==> src/rtl/tftp_pkg.sv <==
// Purpose: shared CRC-32 constants, TFTP port number and filename FSM encoding.
// Latency: n/a (declarations only).
// Backpressure: n/a.
package tftp_pkg;

  localparam logic [31:0] CRC32_POLY   = 32'hEDB88320;
  localparam logic [31:0] CRC32_INIT   = 32'hFFFFFFFF;
  localparam logic [31:0] CRC32_XOROUT = 32'hFFFFFFFF;
  localparam logic [15:0] TFTP_PORT    = 16'd69;

  typedef enum logic [1:0] {
    IDLE   = 2'd0,
    NAME   = 2'd1,
    LOOKUP = 2'd2,
    DONE   = 2'd3
  } state_t;

  // Index width for an n-entry table; a single entry still gets one bit.
  function automatic int idx_width(input int n);
    return (n > 1) ? $clog2(n) : 1;
  endfunction

endpackage

==> src/rtl/filename_lookup_if.sv <==
// Purpose: filename byte stream in, lookup result out, for filename_lookup.
// Latency: n/a (wiring only).
// Backpressure: none; the byte source paces itself with en.
interface filename_lookup_if
  import tftp_pkg::*;
#(
  parameter int NUM_FILES = 4,
  parameter int ADDR_W    = 16
);
  localparam int IDX_W = idx_width(NUM_FILES);

  logic              start;
  logic              en;
  logic [7:0]        eth_data;
  logic [15:0]       dest_port;
  logic              busy;
  logic              done;
  logic              hit;
  logic [IDX_W-1:0]  file_index;
  logic [ADDR_W-1:0] mem_location;
  logic              too_long;
  logic              port_ok;

  modport master (
    output start, en, eth_data, dest_port,
    input  busy, done, hit, file_index, mem_location, too_long, port_ok
  );

  modport slave (
    input  start, en, eth_data, dest_port,
    output busy, done, hit, file_index, mem_location, too_long, port_ok
  );

endinterface

==> src/rtl/crc32_byte.sv <==
// Purpose: next reflected CRC-32 state after folding in one byte (LSB first).
// Latency: combinational.
// Backpressure: none.
module crc32_byte
  import tftp_pkg::*;
(
  input  logic [31:0] i_crc,
  input  logic [7:0]  i_byte,
  output logic [31:0] o_crc
);

  logic [31:0] w_acc;

  // Eight shift/conditional-xor steps of the reflected polynomial.
  always_comb begin
    w_acc = i_crc ^ {24'd0, i_byte};
    for (int i = 0; i < 8; i++) begin
      w_acc = w_acc[0] ? ((w_acc >> 1) ^ CRC32_POLY) : (w_acc >> 1);
    end
    o_crc = w_acc;
  end

endmodule

==> src/rtl/filename_lookup.sv <==
// Purpose: CRC-32 a NUL-terminated TFTP filename and match it against a table.
// Latency: NUL at edge k -> done/results during cycle k+2; overlong byte -> done at k+1.
// Backpressure: none; bytes are consumed whenever en is high, en=0 cycles are gaps.
module filename_lookup
  import tftp_pkg::*;
#(
  parameter int                          NUM_FILES    = 4,
  parameter int                          MAX_NAME_LEN = 64,
  parameter int                          ADDR_W       = 16,
  parameter logic [NUM_FILES*32-1:0]     FILE_CRCS    = '0,
  parameter logic [NUM_FILES*ADDR_W-1:0] FILE_LOCS    = '0,
  parameter logic [15:0]                 SERVER_PORT  = TFTP_PORT
) (
  input  logic             clk,
  input  logic             reset,
  filename_lookup_if.slave bus
);

  localparam int              IDX_W     = idx_width(NUM_FILES);
  localparam int              CNT_W     = $clog2(MAX_NAME_LEN + 1);
  localparam logic [CNT_W-1:0] CNT_LIMIT = CNT_W'(MAX_NAME_LEN);

  state_t            r_state;
  state_t            w_state_nxt;
  logic [31:0]       r_crc;
  logic [CNT_W-1:0]  r_cnt;
  logic              r_hit;
  logic              r_too_long;
  logic              r_port_ok;
  logic [IDX_W-1:0]  r_idx;
  logic [ADDR_W-1:0] r_loc;

  logic              w_restart;
  logic              w_byte_nul;
  logic              w_take;
  logic              w_end_lookup;
  logic              w_end_long;
  logic [31:0]       w_crc_base;
  logic [31:0]       w_crc_next;
  logic [31:0]       w_crc_final;
  logic [NUM_FILES-1:0] w_match;
  logic              w_found;
  logic [IDX_W-1:0]  w_found_idx;
  logic [ADDR_W-1:0] w_found_loc;

  // A start byte is accepted in every state and always begins a fresh name.
  assign w_restart   = bus.start & bus.en;
  assign w_byte_nul  = (bus.eth_data == 8'h00);
  assign w_crc_base  = w_restart ? CRC32_INIT : r_crc;
  assign w_crc_final = r_crc ^ CRC32_XOROUT;

  crc32_byte u_crc (
    .i_crc  (w_crc_base),
    .i_byte (bus.eth_data),
    .o_crc  (w_crc_next)
  );

  // State register.
  always_ff @(posedge clk or negedge reset) begin
    if (!reset) r_state <= IDLE;
    else        r_state <= w_state_nxt;
  end

  // Next state plus the per-cycle datapath strobes.
  always_comb begin
    w_state_nxt  = r_state;
    w_take       = 1'b0;
    w_end_lookup = 1'b0;
    w_end_long   = 1'b0;
    if (w_restart) begin
      // An empty name (NUL start byte) skips straight to the lookup.
      w_state_nxt = w_byte_nul ? LOOKUP : NAME;
    end else begin
      case (r_state)
        IDLE:    w_state_nxt = IDLE;
        NAME: begin
          if (bus.en) begin
            if (w_byte_nul) begin
              w_state_nxt = LOOKUP;
            end else if (r_cnt == CNT_LIMIT) begin
              w_state_nxt = DONE;
              w_end_long  = 1'b1;
            end else begin
              w_take = 1'b1;
            end
          end
        end
        LOOKUP: begin
          w_state_nxt  = DONE;
          w_end_lookup = 1'b1;
        end
        DONE:    w_state_nxt = IDLE;
        default: w_state_nxt = IDLE;
      endcase
    end
  end

  // Running CRC and saturating byte count; NUL bytes never reach the CRC.
  always_ff @(posedge clk or negedge reset) begin
    if (!reset) begin
      r_crc <= CRC32_INIT;
      r_cnt <= '0;
    end else if (w_restart) begin
      r_crc <= w_byte_nul ? CRC32_INIT : w_crc_next;
      r_cnt <= w_byte_nul ? '0 : CNT_W'(1);
    end else if (w_take) begin
      r_crc <= w_crc_next;
      r_cnt <= (r_cnt == CNT_LIMIT) ? r_cnt : r_cnt + 1'b1;
    end
  end

  for (genvar g = 0; g < NUM_FILES; g++) begin : g_cmp
    assign w_match[g] = (FILE_CRCS[32*g +: 32] == w_crc_final);
  end

  // Priority encode the matches, lowest index wins; an empty name never hits.
  always_comb begin
    w_found     = 1'b0;
    w_found_idx = '0;
    w_found_loc = '0;
    for (int i = NUM_FILES - 1; i >= 0; i--) begin
      if (w_match[i] && (r_cnt != '0)) begin
        w_found     = 1'b1;
        w_found_idx = IDX_W'(i);
        w_found_loc = FILE_LOCS[ADDR_W*i +: ADDR_W];
      end
    end
  end

  // Results load only on entry to DONE and hold until the next DONE.
  always_ff @(posedge clk or negedge reset) begin
    if (!reset) begin
      r_hit      <= 1'b0;
      r_idx      <= '0;
      r_loc      <= '0;
      r_too_long <= 1'b0;
    end else if (w_end_lookup) begin
      r_hit      <= w_found;
      r_idx      <= w_found_idx;
      r_loc      <= w_found_loc;
      r_too_long <= 1'b0;
    end else if (w_end_long) begin
      r_hit      <= 1'b0;
      r_idx      <= '0;
      r_loc      <= '0;
      r_too_long <= 1'b1;
    end
  end

  // Port check is captured with the start byte and held until the next start.
  always_ff @(posedge clk or negedge reset) begin
    if (!reset)         r_port_ok <= 1'b0;
    else if (w_restart) r_port_ok <= (bus.dest_port == SERVER_PORT);
  end

  assign bus.busy         = (r_state == NAME) || (r_state == LOOKUP);
  assign bus.done         = (r_state == DONE);
  assign bus.hit          = r_hit;
  assign bus.file_index   = r_idx;
  assign bus.mem_location = r_loc;
  assign bus.too_long     = r_too_long;
  assign bus.port_ok      = r_port_ok;

endmodule

==> src/flat_wrapper.sv <==
// flat-port wrapper written by rule: the top's interface ports become plain ports
module filename_lookup_flat import tftp_pkg::*;
#(
  parameter int                          NUM_FILES    = 4,
  parameter int                          MAX_NAME_LEN = 64,
  parameter int                          ADDR_W       = 16,
  parameter logic [NUM_FILES*32-1:0]     FILE_CRCS    = '0,
  parameter logic [NUM_FILES*ADDR_W-1:0] FILE_LOCS    = '0,
  parameter logic [15:0]                 SERVER_PORT  = TFTP_PORT
)
  (clk, reset, bus_start, bus_en, bus_eth_data, bus_dest_port, bus_busy, bus_done, bus_hit, bus_file_index, bus_mem_location, bus_too_long, bus_port_ok);
  filename_lookup_if #(.NUM_FILES(NUM_FILES), .ADDR_W(ADDR_W)) bus_i ();
  input  logic clk;
  input  logic reset;
  input wire logic [$bits(bus_i.start)-1:0] bus_start;
  input wire logic [$bits(bus_i.en)-1:0] bus_en;
  input wire logic [$bits(bus_i.eth_data)-1:0] bus_eth_data;
  input wire logic [$bits(bus_i.dest_port)-1:0] bus_dest_port;
  output wire logic [$bits(bus_i.busy)-1:0] bus_busy;
  output wire logic [$bits(bus_i.done)-1:0] bus_done;
  output wire logic [$bits(bus_i.hit)-1:0] bus_hit;
  output wire logic [$bits(bus_i.file_index)-1:0] bus_file_index;
  output wire logic [$bits(bus_i.mem_location)-1:0] bus_mem_location;
  output wire logic [$bits(bus_i.too_long)-1:0] bus_too_long;
  output wire logic [$bits(bus_i.port_ok)-1:0] bus_port_ok;
  assign bus_i.start = bus_start;
  assign bus_i.en = bus_en;
  assign bus_i.eth_data = bus_eth_data;
  assign bus_i.dest_port = bus_dest_port;
  assign bus_busy = bus_i.busy;
  assign bus_done = bus_i.done;
  assign bus_hit = bus_i.hit;
  assign bus_file_index = bus_i.file_index;
  assign bus_mem_location = bus_i.mem_location;
  assign bus_too_long = bus_i.too_long;
  assign bus_port_ok = bus_i.port_ok;
  filename_lookup #(.NUM_FILES(NUM_FILES), .MAX_NAME_LEN(MAX_NAME_LEN), .ADDR_W(ADDR_W), .FILE_CRCS(FILE_CRCS), .FILE_LOCS(FILE_LOCS), .SERVER_PORT(SERVER_PORT)) u_core (.clk(clk), .reset(reset), .bus(bus_i));
endmodule
==> config.mk <==
export PLATFORM = sky130hd
export DESIGN_NAME = filename_lookup_flat
export DESIGN_NICKNAME = d
export VERILOG_FILES = /design/src/rtl/tftp_pkg.sv /design/src/rtl/filename_lookup_if.sv /design/src/rtl/crc32_byte.sv /design/src/rtl/filename_lookup.sv /design/src/flat_wrapper.sv
export SDC_FILE = /design/constraint.sdc
export NUM_CORES = 1
export LEC_CHECK = 0
export ABC_AREA = 1
export BUFFER_PORTS_ARGS = -buffer_cell sky130_fd_sc_hd__buf_2
export CELL_PAD_IN_SITES_DETAIL_PLACEMENT = 1
export CELL_PAD_IN_SITES_GLOBAL_PLACEMENT = 1
export CORE_MARGIN = 4
export CORE_UTILIZATION = 41
export DETAILED_ROUTE_END_ITERATION = 8
export PLACE_DENSITY_LB_ADDON = 0.1
export SLEW_MARGIN = 10
export SYNTH_ARGS = -nofsm -noshare
export SYNTH_HDL_FRONTEND = slang
export SYNTH_SLANG_ARGS = --single-unit
==> constraint.sdc <==
create_clock -name clk -period 2.55 [get_ports clk]
set_clock_uncertainty 0.2 [all_clocks]
set_input_delay 0.51 -clock clk [delete_from_list [all_inputs] [get_ports clk]]
set_output_delay 0.51 -clock clk [all_outputs]
set_load 0.01 [all_outputs]
# Yosys cells after proc, flatten, opt, wreduce, memory -nomap -nowiden
# Index checks and enable logic that the tools add are counted.
# word_totals
word_cells	82
output_inout_bits	23
input_bits	28
register_bits	62
# classes
eq_ne	8
n_reduce_logical	11
mux	43
addsub	1
n_bitwise	11
# ops
op	n
32-bit 2-to-1 mux	12
13-bit NOT with 14-bit output	8
32-bit logical NOT	1
16-bit 2-to-1 mux	2
32-bit NOT	1
32-bit by 8-bit bitwise XOR with 32-bit output	1
7-bit 2-to-1 mux	3
1-bit 2-to-1 mux	18
16-bit by 7-bit equality test with 1-bit output, second input constant	1
2-bit 2-to-1 mux	7
8-bit logical NOT	1
7-bit by 1-bit adder with 7-bit output, second input constant	1
7-bit equality test, second input constant	1
7-bit nonzero test	1
2-bit case mux with 3 select lines	1
2-bit equality test, second input constant	2
4-bit by 1-bit inequality test with 1-bit output, second input constant	1
2-bit AND reduction	2
2-bit nonzero test	2
3-bit by 2-bit inequality test with 1-bit output, second input constant	1
2-bit by 1-bit equality test with 1-bit output, second input constant	1
2-bit logical NOT	1
2-bit by 1-bit inequality test with 1-bit output, second input constant	1
2-bit OR reduction	1
other kinds (3)	3

# Longest topological paths before layout
# Gate-level depths: netlist of run 1.
# depth
ltp_word	21
ltp_mapped	14
ltp_nobuf	13

# By module
# From an unflattened synthesis of run 1, not the netlist that was laid out.
# hier_totals
cells_unflattened	666
area_unflattened_um2	4356.7
# modules_own_cells
module	area_each_um2	n_inst	cells_each
filename_lookup	2982.9	1	409
crc32_byte	1373.8	1	257

# Worst setup path before layout of run 1
# No wires, ideal clock.
# synth_path
path_type	reg2reg
start	register u_core.r_cnt[0]
end	register u_core.r_cnt[0]
required_time_ns	2.222
setup_time_ns	0.128
path_stages_with_launch	13
arrival_time_ns	1.635
period_less_slack_ns	1.962
n_path_buf	1
slack_ns	0.588
path_cell_list	dfrtp_1 -> inv_1 -> ha_1 -> nand3_1 -> nor3_1 -> nor2_1 -> nand3_2 -> nand2_2 -> nand2_4 -> inv_2 -> buf_4 -> o21ai_1 -> o21ai_0
# synth_via
elab_chain_len	8
# synth_lines
element	line	rtl
from (decl)	filename_lookup.sv:26	logic [CNT_W-1:0] r_cnt;
from (signal assigned)	filename_lookup.sv:105	r_cnt <= w_byte_nul ? '0 : CNT_W'(1);
from (signal assigned)	filename_lookup.sv:108	r_cnt <= (r_cnt == CNT_LIMIT) ? r_cnt : r_cnt + 1'b1;
7-bit equality test	filename_lookup.sv:80, filename_lookup.sv:108	
1-bit 2-to-1 mux	filename_lookup.sv:80	end else if (r_cnt == CNT_LIMIT) begin
1-bit 2-to-1 mux	filename_lookup.sv:78	if (w_byte_nul) begin
1-bit 2-to-1 mux	filename_lookup.sv:77	if (bus.en) begin
1-bit 2-to-1 mux	filename_lookup.sv:74	case (r_state)
1-bit 2-to-1 mux	filename_lookup.sv:70	if (w_restart) begin
2-bit nonzero test (no line)	n/a	
2-bit AND reduction (no line)	n/a	
# Parallel ways exist; a longest one is shown, timed or not. The select of a mux whose other input is x is not followed.
# A chain may end at the register's enable or synchronous reset.

# Final worst setup path of run 1
# layout_path
start	register u_core.r_cnt[0]
end	register u_core.r_crc[18]
# layout_via
elab_chain_len	7
# layout_lines
element	line	rtl
7-bit equality test	filename_lookup.sv:80	
1-bit 2-to-1 mux	filename_lookup.sv:80	
1-bit 2-to-1 mux	filename_lookup.sv:78	
1-bit 2-to-1 mux	filename_lookup.sv:77	
1-bit 2-to-1 mux	filename_lookup.sv:74	
1-bit 2-to-1 mux	filename_lookup.sv:70	
2-bit nonzero test (no line)	n/a	
to (signal assigned)	filename_lookup.sv:104	r_crc <= w_byte_nul ? CRC32_INIT : w_crc_next;
to (signal assigned)	filename_lookup.sv:107	r_crc <= w_crc_next;
to (decl)	filename_lookup.sv:25	logic [31:0] r_crc;
# No other way between the ends.

==> impl_metrics.yaml, run 1 <==
routing:
  drt_drc_violations_left: 0
  wl_per_cell_um: 16.9
  ant_nets: 0
  total_vias_in_the_final_route: 3566
  drt_iter0_drc: 118
  route.detailed.vias_per_inst: 5.20
  drt_pre_antenna_iters: 4
  detail_route.wirelength_mm: 11.6
setup_path:
  worstPathArrival_ns: 2.33
  critPathMaxStageDelay_ns: 0.41
  reg2reg_depth: 12
  cp-end-kind: "flip-flop"
  critical_path_peak_fanout: 12
  timing.critical_path.cells: "inv_1, ha_1, nand3_1, nor3_1, nor2_1, nand3_2, nand2_2, nand2_4, inv_2, nand3_1, nand2_1, inv_1"
  worstSetupStartpointType: "flip-flop"
  worstReg2RegStart: "u_core.r_cnt[0]"
  ff2ff_setup_slack_ns: 0.27
  worst_endpoint_required_time_ns: 2.61
  master_of_the_slowest_instance_on_the_critical_path: "sky130_fd_sc_hd__dfrtp_1"
  reg2reg_to: "u_core.r_crc[18]"
  critPathKind: "flip-flop to flip-flop"
global_routing:
  gr-usage-met2_pct: 40.8
  pin_count_of_the_biggest_net_entering_global_routing: 45
  grt_first_pass_wirelength_mm: 18.7
  vias_in_the_first_global_route: 3675
  grt_util_met3_pct: 2.59
  number_of_antenna_violations_at_the_first_check_in_global_routing: 0
  grt_use_met1_pct: 30.5
  busiest_layer: "met2"
  overflow_left_after_global_routing: 0
  grt_use_total_pct: 23.2
layout:
  num-nets-final: 610
  most_common_cell_after_layout_fill_and_taps_aside: "sky130_fd_sc_hd__nand2_1"
  filler_cell_count: 1151
  most-common-layout-cells: "189 x sky130_fd_sc_hd__nand2_1, 56 x sky130_fd_sc_hd__inv_1, 45 x sky130_fd_sc_hd__nand3_1, 32 x sky130_fd_sc_hd__buf_2, 32 x sky130_fd_sc_hd__dfstp_2"
  diodes: 0
  postLayoutCellArea_sq_um: 4010
  drive_above_1_share_pct: 21.1
  multiInputGateArea_sq_um: 2100
  area.growth.synth_to_final_pct: 10.7
  seq_area_sq_um: 1140
power_and_ir_drop:
  power.leakage_nw: 2.08
  p_per_area_nw_per_um2: 1190
  total_power_mw: 4.79
  vdd_ir_drop_max_v: 0.000475
cts:
  clock-sinks: 44
  cts.repair_timing.setup_buffer_count: 0
  cts_max_level: 2
  cts_root_buffer: "sky130_fd_sc_hd__clkbuf_8"
  clk_pin_slew_worst_paths_ns: 0.10
  numCtsBuffers: 5
  cts.hold.buffers_added: 0
  cts_tree: "yes"
  worstSkewPairLatency_ns: 0.31
  cts_resized: 0
  max-clock-path-buffers: 2
floorplan:
  start_util_pct: 41.9
  row_count: 34
  ioPinCount: 51
  chipWidth_um: 102
  floorplan.die_area_sq_um: 10400
  dieHeight_um: 102
  floorplan.core_area_sq_um: 8640
run_status:
  outcome: "finished, final reports clean"
timing:
  max_freq_mhz: 439
  slew_headroom_pct: 59.9
  setup_repair_after_global_routing_missed_its_margin: "false"
  timing_worst_slew_pin_value_ns: 0.602
  final_tns_setup_ns: 0
  min_period_ns: 2.28
  final-hold-violation-count: 0
  finalWorstSetupSlack_ns: 0.274
  finalCritPeriodShare_pct: 89.2
  hold_slack_ns: 0.0834
  finalMaxSlewViolations: 0
  timing.final.setup_violations: 0
placed_design:
  place_area_sq_um: 3890
  buffers_on_ports: 32
  dpl_worst_slack_ns: 0.124
  gp_congestion: 0.894
  dp_hpwl_mm: 9.15
logic_synthesis:
  syn_area_per_cell_sq_um: 6.74
  synthArstFlopShare_pct: 100
  synth-seq-cells: 44
  ys_seq_area_share_pct: 31.5
  yosys_most_used_dff: "sky130_fd_sc_hd__dfstp_2"
  synth-warning-count: 0
  syn-instance-count: 537
  synth_edf_count: 0
  synth.cell_area_sq_um: 3620
  ys_types: 38
run:
  drv.max_cap_violation_count: 0
hold_path:
  worst_hold_path_type: "input port to asynchronous set/reset pin"
-- state kept, by name (all words and copies together) (netlist names) --
signal               flops
u_core.r_state           2
u_core.bus.port_ok       1
u_core.bus.too_long      1
u_core.r_crc            32
u_core.r_cnt             7
u_core.bus.hit           1
-- critical path: cells and delay by family, from the launching register on --
kind / cells / cell delay [ns]
adder cells (fa/ha/maj): 1 / 0.20
AND/OR/NAND/NOR: 8 / 1.06
flip-flops: 1 / 0.41
buffers and inverters: 3 / 0.36
-- kinds of logic (layout without fill, tap and decap cells) --
logic type | Yosys count | in the layout | share of synthesized area, %
flip-flops | 44 | 44 | 31.5
other | 1 | 18 | 0.104
AO/OA/AOI/OAI | 50 | 50 | 7.67
AND/OR/NAND/NOR | 318 | 318 | 38.8
adder cells (fa/ha/maj) | 5 | 5 | 1.73
buffers and inverters | 89 | 113 | 12.2
XOR/XNOR | 30 | 30 | 7.99
-- cell usage after synthesis, drive strengths merged, types with 4 or more instances --
cell type,instances,share of area [%]
nand2,216,25
inv,60,6.2
nand3,46,6.5
dfstp,32,23
o21ai,31,4.3
buf,28,5.8
nor2,28,2.9
xor2,28,7.5
dfrtp,12,8.3
nand4,12,2.1
a21oi,9,1.2
ha,5,1.7
nor3,5,0.69
nor4,5,0.86
or2,4,0.69
-- how the worst max path moves through the flow --
stage,start,slack [ns],endpoint,depth (start not counted)
2_1_floorplan,u_core.r_cnt[0],0.59,u_core.r_cnt[0],12
3_3_place_gp,bus_en,0.17,u_core.r_crc[7],13
3_5_place_dp,bus_en,0.12,u_core.r_crc[7],13
4_1_cts,u_core.r_cnt[0],0.30,u_core.r_crc[18],12
5_1_grt,u_core.r_cnt[0],0.06,u_core.r_crc[18],12
6_report,u_core.r_cnt[0],0.27,u_core.r_crc[18],12
-- layout make-up --
type | count | share of cell area, %
Clock inverter | 2 | 0.968
Tap cell | 108 | 3.37
Clock buffer | 6 | 2.06
Inverter | 60 | 5.62
Multi-Input combinational cell | 421 | 52.5
Sequential cell | 44 | 28.5
Timing Repair Buffer | 45 | 7.06
-- per-stage QoR --
step / instances / util (%)
2_1_floorplan: 554 / -
3_3_place_gp: 678 / 45.0
3_5_place_dp: 678 / 45.0
4_1_cts: 686 / 46.4
5_1_grt: 686 / 46.4
6_report: 686 / 46.4
-- power breakdown --
group | total (mW) | switching (mW) | internal, mW | leakage [nW]
Sequential | 1.41 | 0.227 | 1.18 | 0.495
Combinational | 2.79 | 1.87 | 0.923 | 1.52
Clock | 0.595 | 0.274 | 0.321 | 0.0614
Total | 4.79 | 2.37 | 2.42 | 2.08
-- per-layer routing --
layer	part of all wire (%)	vias up
li1	-	1739
met1	44	1735
met2	49	78
met3	4.8	14
met4	1.5	0
met5	0	-
No activity file was read; power rests on OpenSTA's default activity.
==> inputs of run 2 (changes only) <==
--- a/config.mk
+++ b/config.mk
@@ -5,12 +5,13 @@
 export SDC_FILE = /design/constraint.sdc
 export NUM_CORES = 1
 export LEC_CHECK = 0
-export ABC_AREA = 1
+export ABC_AREA = 0
 export BUFFER_PORTS_ARGS = -buffer_cell sky130_fd_sc_hd__buf_2
 export CELL_PAD_IN_SITES_DETAIL_PLACEMENT = 1
 export CELL_PAD_IN_SITES_GLOBAL_PLACEMENT = 1
-export CORE_MARGIN = 4
-export CORE_UTILIZATION = 41
+export CORE_MARGIN = 5
+export CORE_UTILIZATION = 44
+export CTS_CLUSTER_DIAMETER = 80
 export DETAILED_ROUTE_END_ITERATION = 8
 export PLACE_DENSITY_LB_ADDON = 0.1
 export SLEW_MARGIN = 10
==> run 2 against run 1 <==
Net effect:
- via count down 12%
- combinational power grew 44%
- critical path type unchanged
- synthesized cell count fell by 26%
- cell area up 3.5%
- register-to-register slack worse by 0.26 ns
- non-clock buffer count rose by 35
- sequential share of layout area decreased by 0.96 points
- sequential power rose by 13%
- setup slack got worse by 0.26 ns
- first-iteration DRC count is 14% lower
==> impl_metrics.yaml, run 2 <==
hold_path:
  hold_end: "u_core.bus.port_ok"
  hold_start: "bus_dest_port[14]"
  worst_hold_path_type: "input port to flip-flop"
  worst_hold_path_depth: 4
placed_design:
  dp_hpwl_mm: 9.06
  place_area_sq_um: 4020
  dpl_worst_slack_ns: -0.143
  gp_congestion: 0.905
  buffers_on_ports: 32
setup_path:
  buffers_and_inverters_on_the_worst_path: 0
  worstPathArrival_ns: 2.60
  cp_top_family: "XOR/XNOR gates"
  critPathMaxStageDelay_ns: 0.62
  timing.critical_path.cells: "xor2_1, a21oi_1, nor2_1, xnor3_1, a21oi_1, a211o_1"
  worstSetupStartpointType: "flip-flop"
  reg2reg_depth: 6
  cp-end-kind: "flip-flop"
  reg2reg_to: "u_core.r_crc[17]"
  ff2ff_setup_slack_ns: 0.02
  critPathKind: "flip-flop to flip-flop"
  worst_endpoint_required_time_ns: 2.61
  critical_path_peak_fanout: 4
  critical-path-top-cell-by-count: "sky130_fd_sc_hd__a21oi_1"
  worstReg2RegStart: "u_core.r_crc[1]"
  master_of_the_slowest_instance_on_the_critical_path: "sky130_fd_sc_hd__dfstp_2"
timing:
  max_freq_mhz: 395
  final-hold-violation-count: 0
  timing_worst_slew_pin_value_ns: 0.826
  finalCritPeriodShare_pct: 99.4
  timing.final.setup_violations: 0
  finalMaxSlewViolations: 0
  finalWorstSetupSlack_ns: 0.0162
  setup_repair_after_global_routing_missed_its_margin: "true"
  slew_headroom_pct: 44.8
  min_period_ns: 2.53
  final_tns_setup_ns: 0
routing:
  drt_iter0_drc: 101
  ant_nets: 0
  drt_pre_antenna_iters: 4
  drt_drc_violations_left: 0
  detail_route.wirelength_mm: 11.3
  total_vias_in_the_final_route: 3139
  wl_per_cell_um: 20.0
  route.detailed.vias_per_inst: 5.57
power_and_ir_drop:
  p_per_area_nw_per_um2: 1500
  vdd_ir_drop_max_v: 0.000436
  power.leakage_nw: 1.87
cts:
  cts_tree: "yes"
  numCtsBuffers: 5
  max-clock-path-buffers: 2
  clk_pin_slew_worst_paths_ns: 0.10
  worstSkewPairLatency_ns: 0.31
  cts_max_level: 2
  cts.repair_timing.setup_buffer_count: 0
  cts_root_buffer: "sky130_fd_sc_hd__clkbuf_8"
  clock-sinks: 44
layout:
  most-common-layout-cells: "51 x sky130_fd_sc_hd__xnor2_1, 47 x sky130_fd_sc_hd__buf_4, 43 x sky130_fd_sc_hd__nand2_1, 39 x sky130_fd_sc_hd__nor2_1"
  area.growth.synth_to_final_pct: 15.0
  reg_top3: "u_core.r_crc: 32 flops, u_core.r_cnt: 7 flops, u_core.r_state: 2 flops"
  drive_above_1_share_pct: 29.4
  diodes: 0
  most_common_cell_after_layout_fill_and_taps_aside: "sky130_fd_sc_hd__xnor2_1"
  num-nets-final: 491
  filler_cell_count: 1000
  postLayoutCellArea_sq_um: 4150
  register_name_with_the_most_flops: "u_core.r_crc"
  largest_register_ffs: 32
  final_core_density_pct: 51.3
floorplan:
  ioPinCount: 51
  row_count: 33
  dieHeight_um: 101
  floorplan.core_area_sq_um: 8090
  start_util_pct: 44.6
  chipWidth_um: 101
  floorplan.die_area_sq_um: 10100
logic_synthesis:
  ys_types: 62
  synthArstFlopShare_pct: 100
  synth_top_family_by_area: "XOR/XNOR gates"
  post_synth_fa_ha_maj_area_fraction_pct: 1.73
  synth_edf_count: 0
  synth-seq-cells: 44
  syn-instance-count: 397
  ys_top_cells_by_count: "51 x sky130_fd_sc_hd__xnor2_1, 43 x sky130_fd_sc_hd__nand2_1, 39 x sky130_fd_sc_hd__nor2_1"
  leading_post_synthesis_cells_by_cell_area: "sky130_fd_sc_hd__dfstp_2 23%, sky130_fd_sc_hd__xnor2_1 12%, sky130_fd_sc_hd__dfrtp_1 8.3%"
  ys_seq_area_share_pct: 31.6
  yosys.cell_count.top_type: "sky130_fd_sc_hd__xnor2_1"
  synth_top_area_cell: "sky130_fd_sc_hd__dfstp_2"
  yosys_most_used_dff: "sky130_fd_sc_hd__dfstp_2"
  multiplexer_share_of_the_synthesized_area_pct: 1.70
  synth_simple_gate_area_share_pct: 17.1
  post-synth-top-area-fraction_pct: 23.3
  synth_xor_xnor_area_share_pct: 26.1
  synth.cell_area_sq_um: 3610
  syn_area_per_cell_sq_um: 9.09
  synth-compound-area-share_pct: 13.0
  synth-warning-count: 0
run:
  drv.max_cap_violation_count: 0
global_routing:
  overflow_left_after_global_routing: 0
  vias_in_the_first_global_route: 3414
  grt_use_total_pct: 23.7
  grt_first_pass_wirelength_mm: 18.4
  pin_count_of_the_biggest_net_entering_global_routing: 28
  number_of_antenna_violations_at_the_first_check_in_global_routing: 0
run_status:
  outcome: "finished, final reports clean"
-- run 2: power breakdown --
part	internal, mW	total [mW]	switching (mW)
registers	1.20	1.60	0.399
clock network	0.296	0.589	0.293
logic	1.95	4.02	2.07
-- run 2: cell type report --
class | count | area [sq um] | share of cell area [%]
Multi-Input combinational cell | 322 | 2220 | 53.5
Sequential cell | 44 | 1140 | 27.5
Timing Repair Buffer | 80 | 523 | 12.6
Tap cell | 105 | 131 | 3.17
Clock buffer | 5 | 68.8 | 1.66
Clock inverter | 3 | 46.3 | 1.12
Inverter | 5 | 18.8 | 0.452
-- run 2: worst max path at each step --
stage                    start                to  slack [ns]  cells past startpoint
6_report       u_core.r_crc[1]  u_core.r_crc[17]        0.02                      6
5_1_grt        u_core.r_crc[1]  u_core.r_crc[17]       -0.10                      6
4_1_cts        u_core.r_crc[1]  u_core.r_crc[17]        0.04                      6
3_5_place_dp   bus_eth_data[6]  u_core.r_crc[20]       -0.14                      8
3_3_place_gp   bus_eth_data[6]  u_core.r_crc[20]       -0.05                      8
2_1_floorplan        bus_start  u_core.r_crc[26]        0.13                      8
-- run 2: cell families (layout without fill, tap and decap cells) --
family / count (synthesis) / in the layout
buf+inv: 48 / 93
compound gates: 75 / 75
fa+ha+maj: 5 / 5
simple gates: 129 / 129
mux: 6 / 6
xor+xnor: 89 / 89
other cells: 1 / 18
flops: 44 / 44
-- run 2: per-stage QoR --
stage | hold WS (ns) | power [mW] | std cells
after floorplan | 0.0144 | 4.54 | 414
final | 0.275 | 6.20 | 564
after CTS | 0.281 | 6.21 | 564
after detailed placement | 0.280 | 5.58 | 555
after global routing | 0.301 | 6.62 | 564
after global placement | 0.264 | 5.44 | 555
-- run 2: worst min-delay path: stages --
cell                      delay (ns)
sky130_fd_sc_hd__buf_2          0.07
sky130_fd_sc_hd__nor4_1         0.04
sky130_fd_sc_hd__nand4_1        0.05
sky130_fd_sc_hd__o21ai_0        0.07
-- run 2: layer usage --
layer  vias up  global-route usage [%]  wire length [um]
met2       101                    38.6              5260
li1       1441                       -                 -
met3        30                    2.91               509
met1      1567                    32.1              5130
met5         -                       0                 0
met4         0                    9.22               353
-- run 2: repair_timing --
| action | 4_1_cts | 5_1_grt |
|---|---|---|
| gates resized for setup | 0 | 0 |
| hold buffers | 1 | 0 |
| hold endpoints to repair | 8 | 0 |
| endpoints found under the setup margin | 0 | 3 |
==> inputs of run 3 (changes only) <==
--- a/config.mk
+++ b/config.mk
@@ -7,13 +7,14 @@
 export LEC_CHECK = 0
 export ABC_AREA = 0
 export BUFFER_PORTS_ARGS = -buffer_cell sky130_fd_sc_hd__buf_2
+export CAP_MARGIN = 5
 export CELL_PAD_IN_SITES_DETAIL_PLACEMENT = 1
 export CELL_PAD_IN_SITES_GLOBAL_PLACEMENT = 1
 export CORE_MARGIN = 5
 export CORE_UTILIZATION = 44
 export CTS_CLUSTER_DIAMETER = 80
 export DETAILED_ROUTE_END_ITERATION = 8
-export PLACE_DENSITY_LB_ADDON = 0.1
+export PLACE_DENSITY = 0.79
 export SLEW_MARGIN = 10
 export SYNTH_ARGS = -nofsm -noshare
 export SYNTH_HDL_FRONTEND = slang
==> run 3 against run 2 <==
Net effect:
- first-iteration DRC count grew 38%
- final cell count is 1.2% lower
- register-to-register slack improved by 0.06 ns
- fmax up 1.2%
- power fell by 1.1%
- die area unchanged
- non-clock buffer count fell by 7
- sequential share of layout area up 0.34 points
- via count decreased by 2.2%
- critical path type is now input port to flip-flop
- largest cell class unchanged
==> impl_metrics.yaml, run 3 (synthesis gave the netlist of run 2 again) <==
run_status:
  outcome: "finished, final reports clean"
setup_path:
  critical_path_peak_fanout: 4
  worst_endpoint_required_time_ns: 2.61
  critical-path-top-cell-by-count: "sky130_fd_sc_hd__xnor2_1"
  critPathKind: "input port to flip-flop"
  worstReg2RegStart: "u_core.r_crc[4]"
  critPathMaxStageDelay_ns: 0.44
  worstSetupStartpointType: "input port"
  reg2reg_to: "u_core.r_crc[20]"
  reg2reg_depth: 6
  worstPathArrival_ns: 2.56
  crit_path_start: "bus_eth_data[0]"
  timing.critical_path.cells: "buf_2, buf_4, xnor2_1, o21ai_0, a211oi_1, nor2_1, xnor2_1, o221a_1"
  cp_top_family: "compound AO/OA/AOI/OAI gates"
  cp-end-kind: "flip-flop"
  master_of_the_slowest_instance_on_the_critical_path: "sky130_fd_sc_hd__a211oi_1"
  buffers_and_inverters_on_the_worst_path: 2
  ff2ff_setup_slack_ns: 0.08
routing:
  wl_per_cell_um: 19.9
  ant_nets: 0
  drt_drc_violations_left: 0
  drt_iter0_drc: 139
  total_vias_in_the_final_route: 3071
  detail_route.wirelength_mm: 11.1
  drt_pre_antenna_iters: 4
  route.detailed.vias_per_inst: 5.51
cts:
  clock-sinks: 44
  cts_resized: 0
  cts_max_level: 2
  numCtsBuffers: 5
  cts.repair_timing.setup_buffer_count: 0
  cts_root_buffer: "sky130_fd_sc_hd__clkbuf_8"
  worstSkewPairLatency_ns: 0.32
  max-clock-path-buffers: 2
  cts_tree: "yes"
  cts.hold.buffers_added: 0
  clk_pin_slew_worst_paths_ns: 0.10
layout:
  num-nets-final: 484
  reg_top3: "u_core.r_crc: 32 flops, u_core.r_cnt: 7 flops, u_core.r_state: 2 flops"
  largest_register_ffs: 32
  area.growth.synth_to_final_pct: 13.6
  filler_cell_count: 995
  drive_above_1_share_pct: 28.8
  diodes: 0
  most-common-layout-cells: "51 x sky130_fd_sc_hd__xnor2_1, 43 x sky130_fd_sc_hd__nand2_1, 40 x sky130_fd_sc_hd__buf_4, 39 x sky130_fd_sc_hd__nor2_1"
  most_common_cell_after_layout_fill_and_taps_aside: "sky130_fd_sc_hd__xnor2_1"
  post_layout_nonfiller_instances: 557
  multiInputGateArea_sq_um: 2230
  register_name_with_the_most_flops: "u_core.r_crc"
  seq_area_sq_um: 1140
global_routing:
  grt_use_total_pct: 22.7
  pin_count_of_the_biggest_net_entering_global_routing: 28
  overflow_left_after_global_routing: 0
  number_of_antenna_violations_at_the_first_check_in_global_routing: 0
  vias_in_the_first_global_route: 3265
  grt_first_pass_wirelength_mm: 17.6
floorplan:
  row_count: 33
  start_util_pct: 44.6
  ioPinCount: 51
  chipWidth_um: 101
  floorplan.die_area_sq_um: 10100
  dieHeight_um: 101
  floorplan.core_area_sq_um: 8090
timing:
  timing_worst_slew_pin_value_ns: 0.805
  hold_slack_ns: 0.0121
  setup_repair_after_global_routing_missed_its_margin: "false"
  max_freq_mhz: 400
  finalCritPeriodShare_pct: 98.1
  min_period_ns: 2.50
  final-hold-violation-count: 0
  timing.final.setup_violations: 0
  slew_headroom_pct: 46.2
  finalMaxSlewViolations: 0
run:
  drv.max_cap_violation_count: 0
placed_design:
  gp_congestion: 0.903
  buffers_on_ports: 32
  post-place-cells: 549
  dp_hpwl_mm: 8.91
power_and_ir_drop:
  vdd_ir_drop_max_v: 0.000420
  power.leakage_nw: 1.83
  p_per_area_nw_per_um2: 1500
hold_path:
  worst_hold_path_type: "input port to asynchronous set/reset pin"
==> run 3: changes by cell type in the layout (fill, tap and decap cells not counted), sizes merged <==
| cell | delta |
|---|---|
| buf | -6 |
| bufinv | -1 |
| clkinv | +1 |
| clkinvlp | +1 |
| dlygate4sd3 | -1 |
| inv | -1 |
==> run 3: area by class of cell <==
class                      count  area share, %
timing repair buffer          73           11.7
inverter                       5          0.458
multi-input combinational    322           54.5
tap                          105           3.21
clock buffer                   5           1.68
clock inverter                 3          0.580
sequential                    44           27.8
==> run 3: worst max-delay path by stage <==
| stage | end | slack, ns | cells past startpoint |
|---|---|---|---|
| after floorplan | u_core.r_crc[26] | 0.13 | 8 |
| after global placement | u_core.r_crc[20] | -0.04 | 8 |
| after detailed placement | u_core.r_crc[20] | -0.11 | 8 |
| after CTS | u_core.r_crc[20] | 0.05 | 6 |
| after global routing | u_core.r_crc[20] | 0.009 | 6 |
| final | u_core.r_crc[20] | 0.05 | 8 |
==> run 3: worst reg2reg max path, stage by stage, from the launching register on <==
cell	delay, ns
sky130_fd_sc_hd__dfstp_2	0.65
sky130_fd_sc_hd__xnor2_1	0.12
sky130_fd_sc_hd__or3_1	0.38
sky130_fd_sc_hd__a211oi_4	0.37
sky130_fd_sc_hd__nor2_1	0.16
sky130_fd_sc_hd__xnor2_1	0.28
sky130_fd_sc_hd__o221a_1	0.25
==> run 3: power breakdown <==
group,leakage [nW],switching (mW),internal (mW)
sequential,0.497,0.405,1.20
combinational,1.29,2.06,1.98
clock,0.0404,0.292,0.195
total,1.83,2.76,3.37
==> run 3: per-layer routing <==
| metal | part of all wire, % | GRT usage [%] | vias up |
|---|---|---|---|
| met5 | 0 | 0 | - |
| met4 | 2.1 | 6.01 | 0 |
| met3 | 5.2 | 2.91 | 19 |
| met2 | 50 | 39.2 | 77 |
| met1 | 43 | 29.9 | 1550 |
| li1 | - | - | 1425 |
==> run 3: metrics by stage <==
step | worst slack (ns) | power [mW] | setup TNS, ns | utilization [%] | instance area (sq um)
global route | 0.00899 | 6.53 | 0 | 50.6 | 4100
CTS | 0.0477 | 6.11 | 0 | 50.4 | 4080
finish | 0.0474 | 6.13 | 0 | 50.6 | 4100
detailed placement | -0.113 | 5.60 | -0.282 | 49.3 | 3990
floorplan | 0.135 | 4.54 | 0 | - | 3670
global placement | -0.0420 | 5.41 | -0.0420 | 49.3 | 3990
